[config.mk]
export PLATFORM = sky130hd
export DESIGN_NAME = bg_rom_reader
export DESIGN_NICKNAME = d
export VERILOG_FILES = /design/src/rtl/bg_rom_reader.sv
export SDC_FILE = /design/constraint.sdc
export NUM_CORES = 1
export LEC_CHECK = 0
export BUFFER_PORTS_ARGS = -buffer_cell sky130_fd_sc_hd__buf_4
export CAP_MARGIN = 20
export CORE_AREA = 2 2 89 91
export CTS_CLUSTER_DIAMETER = 120
export DETAILED_ROUTE_END_ITERATION = 10
export DIE_AREA = 0 0 91 93
export GPL_ROUTABILITY_DRIVEN = 0
export HOLD_SLACK_MARGIN = 0.03
export MAX_ROUTING_LAYER = met4
export PLACE_DENSITY = 0.81
export REMOVE_ABC_BUFFERS = 1
export SYNTH_ARGS = -nofsm -noshare
export SYNTH_HDL_FRONTEND = slang
export SYNTH_SLANG_ARGS = --single-unit
export TNS_END_PERCENT = 10
[constraint.sdc]
create_clock -name clk -period 5.2 [get_ports clk]
set_clock_uncertainty 0.05 [all_clocks]
set_input_delay 1.04 -clock clk [delete_from_list [all_inputs] [get_ports clk]]
set_output_delay 1.04 -clock clk [all_outputs]
set_load 0.01 [all_outputs]
[src/rtl/bg_rom_reader.sv]
// Background ROM pixel fetch: VGA timing in, ROM address out, timing + RGB out
// three clocks later, with a per-frame horizontal scroll offset that wraps.
module bg_rom_reader #(
  parameter int H_ACTIVE = 1024,
  parameter int V_ACTIVE = 768
) (
  input  logic        clk,
  input  logic        rst_n,
  input  logic [10:0] hcount_in,
  input  logic [10:0] vcount_in,
  input  logic        hsync_in,
  input  logic        vsync_in,
  input  logic        hblnk_in,
  input  logic        vblnk_in,
  input  logic        scroll_en,
  input  logic [3:0]  scroll_step,
  output logic [19:0] rom_addr,
  input  logic [11:0] rom_rgb,
  output logic [10:0] hcount_out,
  output logic [10:0] vcount_out,
  output logic        hsync_out,
  output logic        vsync_out,
  output logic        hblnk_out,
  output logic        vblnk_out,
  output logic [11:0] rgb_out,
  output logic [9:0]  x_off
);

  localparam logic [10:0] H_LIM = 11'(H_ACTIVE);
  localparam logic [10:0] V_LIM = 11'(V_ACTIVE);

  typedef struct packed {
    logic [10:0] h;
    logic [10:0] v;
    logic        hs;
    logic        vs;
    logic        hb;
    logic        vb;
  } tim_t;

  tim_t        tim_in;
  tim_t        tim_s1_q, tim_s2_q, tim_s3_q;
  logic [1:0]  vld_pipe_q;
  logic [19:0] rom_addr_q, rom_addr_d;
  logic [11:0] rgb_q, rgb_d;
  logic [9:0]  x_off_q, x_off_d;
  logic [9:0]  col;
  logic        vis;
  logic        frame_evt;

  assign tim_in = '{h: hcount_in, v: vcount_in, hs: hsync_in, vs: vsync_in,
                    hb: hblnk_in, vb: vblnk_in};

  assign vis       = !hblnk_in && !vblnk_in && (hcount_in < H_LIM) && (vcount_in < V_LIM);
  assign frame_evt = (vcount_in == V_LIM) && (hcount_in == 11'd0);
  // 10-bit add: the carry is dropped so the image wraps horizontally
  assign col       = hcount_in[9:0] + x_off_q;

  always_comb begin
    rom_addr_d = vis ? {vcount_in[9:0], col} : 20'h0;
    rgb_d      = vld_pipe_q[1] ? rom_rgb : 12'h000;
    x_off_d    = x_off_q;
    // only stepped on the first blanking clock, so active video never tears
    if (frame_evt && scroll_en)
      x_off_d = x_off_q + {6'b0, scroll_step};
  end

  always_ff @(posedge clk or negedge rst_n) begin
    if (!rst_n) begin
      tim_s1_q   <= '0;
      tim_s2_q   <= '0;
      tim_s3_q   <= '0;
      vld_pipe_q <= '0;
      rom_addr_q <= '0;
      rgb_q      <= '0;
      x_off_q    <= '0;
    end else begin
      tim_s1_q   <= tim_in;
      tim_s2_q   <= tim_s1_q;
      tim_s3_q   <= tim_s2_q;
      vld_pipe_q <= {vld_pipe_q[0], vis};
      rom_addr_q <= rom_addr_d;
      rgb_q      <= rgb_d;
      x_off_q    <= x_off_d;
    end
  end

  assign rom_addr   = rom_addr_q;
  assign rgb_out    = rgb_q;
  assign x_off      = x_off_q;
  assign hcount_out = tim_s3_q.h;
  assign vcount_out = tim_s3_q.v;
  assign hsync_out  = tim_s3_q.hs;
  assign vsync_out  = tim_s3_q.vs;
  assign hblnk_out  = tim_s3_q.hb;
  assign vblnk_out  = tim_s3_q.vb;

endmodule

==> results of run 1 <==
[sequential cells by signal, summed over array words and instances, names as in the netlist]
name,flops
hsync_out,1
tim_s2_q,26
vsync_out,1
x_off,10
hblnk_out,1
rgb_out,12
vld_pipe_q,2
hcount_out,11
rom_addr,20
vblnk_out,1
tim_s1_q,26
vcount_out,11
[cell usage after synthesis, types with 3 or more instances]
| master | n |
|---|---|
| a21o_1 | 5 |
| a21oi_1 | 8 |
| and2_1 | 23 |
| dfrtp_1 | 122 |
| ha_1 | 13 |
| inv_1 | 6 |
| nand2_1 | 11 |
| nand3_1 | 5 |
| nand4_1 | 4 |
| nor2_1 | 12 |
| nor4_1 | 3 |
| o21ai_0 | 7 |
| xnor2_1 | 7 |
| xor2_1 | 9 |
[cell families after synthesis]
| logic type | Yosys count |
|---|---|
| compound gates | 28 |
| buf+inv | 9 |
| fa+ha+maj | 15 |
| flops | 122 |
| simple gates | 67 |
| xor+xnor | 16 |
[per-layer routing]
metal / vias up / share of wire
li1: 1112 / -
met1: 1199 / 0.40
met2: 99 / 0.52
met3: 11 / 0.062
met4: 0 / 0.022
met5: - / 0
[worst max path at each step]
| stage | start | end | slack [ps] |
|---|---|---|---|
| finish | x_off[1] | x_off[1] | 2960 |
| global route | vcount_in[2] | x_off[6] | 2890 |
| CTS | x_off[1] | x_off[1] | 2940 |
| detailed placement | hcount_in[4] | x_off[6] | 2480 |
| global placement | vcount_in[2] | x_off[6] | 2540 |
| floorplan | hcount_in[0] | rom_addr[8] | 2760 |
[cells in the final DEF, fill, tap and decap left out, types with 2 or more instances in the layout]
cell	n
a21o_1	5
clkbuf_8	4
clkinv_2	2
xnor2_1	7
and2_1	23
nor4_1	3
buf_4	113
nor3_1	2
nor2_1	12
bufinv_16	2
nand3_1	5
fa_1	2
dfrtp_1	122
a21oi_1	8
nand4_1	4
nand2_1	11
o21ai_0	7
xor2_1	9
clkbuf_16	16
ha_1	13
a211oi_1	2
clkinvlp_4	5
inv_1	6
o21bai_1	2
clkbuf_1	2
[where the power goes]
| part | switching, µW | internal (µW) |
|---|---|---|
| Sequential | 9.84 | 985 |
| Combinational | 53.3 | 48.1 |
| Clock | 389 | 718 |
| Total | 452 | 1750 |
[per-stage QoR]
step           total power (µW)  setup WS (ps)
4_1_cts                    2220           2940
5_1_grt                    2280           2890
6_report                   2200           2960
2_1_floorplan              1030           2760
3_5_place_dp               1110           2480
3_3_place_gp               1110           2540
[cell type report]
cell class	count	area share
flip-flops and latches	122	0.552
clock buffers	22	0.0837
repair buffers	114	0.157
inverters	6	0.00407
clock inverters	10	0.0210
multi-input cells	126	0.159
well taps	102	0.0231
==> out/qor.csv, run 1 <==
metric,value,unit
outcome,completed,
register area,3050,µm²
met1 Track Usage GR,0.238,
worst path required time,4110,ps
"Seq/Total Area, Yosys",0.768,
Tot GR Track Use,0.208,
synth top area cells,"dfrtp_1 (77%), ha_1 (4.1%), and2_1 (3.6%)",
Die W,91,µm
Critical Path Stages,1,
gr busiest metal,met2,
WHS,289,ps
clk buf depth,2,
area grow syn2layout,39.1,%
final non-filler cell total,502,
Setup crit start kind,register,
DPL Wire Length,5320,µm
CTS tree,yes,
final setup vio count,0,
final instance area,5530,µm²
Reg-to-Reg End,rom_addr[9],
worst hold endpoint,hcount_out[9],
initial antenna violation count,0,
"area leader, netlist",dfrtp_1,
clock sinks,122,
post-cts resize count,0,
post-synthesis compound-gate area fraction,0.0437,
crit path DAT,1150,ps
met3 Use GR,0.0693,
# IOs,113,
Max-Cap Viols,0,
crit-path cells,buf_4,
Worst Hold Launch,tim_s2_q[24],
largest family of logic cells by synthesized area,simple AND/OR/NAND/NOR gates,
xor and xnor area share after synthesis,0.0352,
Worst Tran Pin Value,516,ps
Synth Register Bits,122,
crit path capture type,output pin,
Post-Synth Simple-Gate Area,0.0919,
pin count of the biggest net entering global routing,92,
worst path bufs/invs,1,
yosys warns,0,
Fillers,479,
Max stage delay on crit path,480,ps
final WL,7750,µm
CP Class,register to output pin,
Critical Path Fanout Max,6,
CP max stage cell,dfrtp_1,
placed cell area,4930,µm²
post-layout util,0.735,
peak supply drop,0.268,mV
Placed Instances,469,
Slew Limit Fails,0,
die area,8460,µm²
RSZ-0062 raised after global routing,no,
DR WL/cell,15.4,µm
Worst-path clk slew,50,ps
vias in the first global route,2573,
Relative slew margins,0.656,
worst min-delay path category,register to register,
post-synthesis mux area share,0,
core footprint,7530,µm²
CTS root buf,clkbuf_8,
Post-route DRC,0,
Multi-input gate area,882,µm²
drt first-iter violations,94,
via count,2421,
area share of fa/ha/maj cells after synthesis,0.0510,
Num CTS Buffers,17,
syn_area_per_cell,15.5,µm²
worst-skew pair later-pin latency,500,ps
layout cells sized above 1,0.370,
LEAKAGE,0.00282,µW
grt ovf,0,
Avg Vias per Cell,4.82,
Fmax achieved,447,MHz
critical path's top delay family,flip-flops,
initial cell density of the core,0.528,
final net count,447,
First-pass DRT Iterations,4,
Post-synth EDFFs,0,
H-tree levels,4,
Die Y,93,µm
R2R Setup Slk,3170,ps
cts hold-fix bufs,0,
reg2reg path depth,6,
post-CTS setup buffers,0,
top cell type's share of synthesized area,0.768,
final hold violations,0,
first-pass GRT wire length,12700,µm
Mapped Area,3980,µm²
cell row count,32,
FF-to-FF Start,x_off[1],
PortBufs,112,
setup TNS,0,ps
Power Density,398,nW/µm²
hold depth,0,
met2 Use GR,0.336,
cell count after synthesis,257,
post-route clock period utilization,0.430,
Antenna diodes,0,
Period minus WS final,2240,ps
unique cell type count in the Yosys netlist,31,
"antenna viol nets, final",0,
Post-synth top flop,dfrtp_1,
Post-synth ARST share,1.00,
Power figures use the tool's default switching activity.
==> run 2, diff against run 1 <==
--- a/config.mk
+++ b/config.mk
@@ -7,14 +7,14 @@
 export LEC_CHECK = 0
 export BUFFER_PORTS_ARGS = -buffer_cell sky130_fd_sc_hd__buf_4
 export CAP_MARGIN = 20
-export CORE_AREA = 2 2 89 91
+export CORE_AREA = 2 2 92 94
 export CTS_CLUSTER_DIAMETER = 120
 export DETAILED_ROUTE_END_ITERATION = 10
-export DIE_AREA = 0 0 91 93
+export DIE_AREA = 0 0 94 96
 export GPL_ROUTABILITY_DRIVEN = 0
 export HOLD_SLACK_MARGIN = 0.03
 export MAX_ROUTING_LAYER = met4
-export PLACE_DENSITY = 0.81
+export PLACE_DENSITY = 0.77
 export REMOVE_ABC_BUFFERS = 1
 export SYNTH_ARGS = -nofsm -noshare
 export SYNTH_HDL_FRONTEND = slang
==> constraint.sdc (replaced) <==
create_clock -name clk -period 2.23 [get_ports clk]
set_clock_uncertainty 0.05 [all_clocks]
set_input_delay 0.446 -clock clk [delete_from_list [all_inputs] [get_ports clk]]
set_output_delay 0.446 -clock clk [all_outputs]
set_load 0.01 [all_outputs]
==> out/qor.csv, run 2 (synthesis gave the netlist of run 1 again) <==
metric,value,unit,change
outcome,completed,,
CP Class,input port to register,,
final non-filler cell total,533,,+6.2%
Setup crit start kind,input port,,
met3 Use GR,0.0572,,-0.0121
initial cell density of the core,0.494,,-0.0344
Avg Vias per Cell,4.77,,-1.2%
met2 Use GR,0.349,,+0.0130
critical path's top delay family,buffers and inverters,,
drt first-iter violations,81,,-14%
core footprint,8050,µm²,+7.0%
# IOs,113,,unchanged
First-pass DRT Iterations,4,,unchanged
Worst Tran Pin Value,578,ps,+62.1 ps
cell row count,33,,+3.1%
Num CTS Buffers,17,,unchanged
Antenna diodes,0,,unchanged
final setup vio count,0,,unchanged
met1 Track Usage GR,0.233,,-0.00524
vias in the first global route,2786,,+8.3%
gr busiest metal,met2,,
final net count,475,,+6.3%
Period minus WS final,2130,ps,
via count,2540,,+4.9%
worst-skew pair later-pin latency,500,ps,about the same
Worst-path clk slew,60,ps,about the same
RSZ-0062 raised after global routing,no,,
post-CTS setup buffers,0,,unchanged
layout cells sized above 1,0.360,,-0.0102
CTS tree,yes,,
H-tree levels,4,,unchanged
Max stage delay on crit path,540,ps,+60 ps
CTS root buf,clkbuf_8,,
Placed Instances,475,,+1.3%
Slew Limit Fails,0,,unchanged
Post-route DRC,0,,unchanged
area grow syn2layout,48.0,%,
crit path DAT,2500,ps,+1350 ps
CP max stage cell,dlygate4sd3_1,,
DR WL/cell,15.4,µm,about the same
Fmax achieved,470,MHz,
Die W,94,µm,+3.3%
die area,9020,µm²,+6.6%
final WL,8220,µm,+6.1%
first-pass GRT wire length,13300,µm,+4.5%
crit path capture type,register,,
DPL Wire Length,5360,µm,+0.83%
grt ovf,0,,unchanged
initial antenna violation count,0,,unchanged
worst min-delay path category,input port to register,,
PortBufs,112,,unchanged
Relative slew margins,0.615,,-0.0414
dpl ws,166,ps,-2320 ps
Die Y,96,µm,+3.2%
post-layout util,0.731,,-0.00404
pin count of the biggest net entering global routing,47,,-49%
Critical Path Fanout Max,4,,-2
Tot Pwr,5420,µW,+150%
"commonest non-fill, non-tap cell in the layout",dfrtp_1,,
clock sinks,122,,unchanged
"antenna viol nets, final",0,,unchanged
crit-path cells,dlygate4sd3_1 -> buf_4 -> ha_1 -> o21a_1 -> a21oi_2 -> nor3_1 -> or3_1 -> a21oi_1,,
final hold violations,0,,unchanged
post-route clock period utilization,0.953,,
worst setup margin,104,ps,-2860 ps
Max-Cap Viols,0,,unchanged
worst path required time,2600,ps,-1510 ps
peak supply drop,0.497,mV,+85%
setup TNS,0,ps,unchanged
clk buf depth,2,,unchanged
most frequent cells in the layout,"dfrtp_1 (122), buf_4 (114), dlygate4sd3_1 (26), and2_1 (23), clkbuf_16 (16)",,
worst path bufs/invs,2,,+1
Power Density,921,nW/µm²,+130%
LEAKAGE,0.00297,µW,+5.6%
Tot GR Track Use,0.207,,-0.000886
==> run 2: cell types whose count changed in the layout (fill, tap and decap cells not counted), sizes merged <==
| cell | change |
|---|---|
| clkinv | +3 |
| bufinv | +2 |
| inv | +2 |
| clkbuf | -3 |
| clkinvlp | -4 |
| dlygate4sd3 | +26 |
| buf | +2 |
==> run 2: path summary, 6_finish.rpt <==
kind | startpoint | to | slack (ps) | depth (start not counted)
min in group asynchronous | rst_n | hcount_out[9] | 450 | 2
setup / recovery | hcount_in[2] | rom_addr[9] | 100 | 8
setup reg to reg | x_off[1] | rom_addr[9] | 270 | 6
hold / removal | hcount_in[1] | tim_s1_q[16] | 60 | 1
max in group asynchronous | rst_n | vcount_out[6] | 1040 | 3
hold reg to reg | tim_s2_q[16] | hcount_out[1] | 300 | 0
==> run 2: power breakdown <==
part | leakage, µW | switching (µW) | internal [µW]
combinational | 0.00115 | 133 | 146
sequential | 0.00152 | 23.6 | 2300
clock | 0.000303 | 967 | 1860
==> run 2: area by class of cell <==
type | count | area (µm²)
flip-flops and latches | 122 | 3050
fillers | 536 | 2170
repair buffers | 142 | 1160
multi-input cells | 126 | 901
clock buffers | 19 | 432
clock inverters | 13 | 190
well taps | 105 | 131
inverters | 6 | 22.5
==> run 2: timing repair <==
item / 4_1_cts / 5_1_grt
setup endpoints to repair: 0 / 2
hold buffers: 26 / 0
resized for setup: 0 / 3
hold endpoints to repair: 66 / 0
==> run 2: per-stage QoR <==
step	hold WS (ps)	instance area, µm²
2_1_floorplan	100	3960
3_3_place_gp	281	4980
3_5_place_dp	285	4980
4_1_cts	37.1	5870
5_1_grt	38.7	5890
6_report	61.1	5890
==> run 2: worst register-to-register path, stage by stage (launching register included) <==
cell and delay (ps):
dfrtp_1 450, ha_1 320, a211o_1 270, a21oi_2 190, nor3_1 90, or3_1 370
a21oi_1 140
==> run 2: routing by layer <==
layer  wire [µm]  share of wire  up-vias
met1        3250           0.40     1244
met2        4300           0.52      111
met3         494          0.060       14
li1            -              -     1171
met4         174          0.021        0
met5           0              0        -
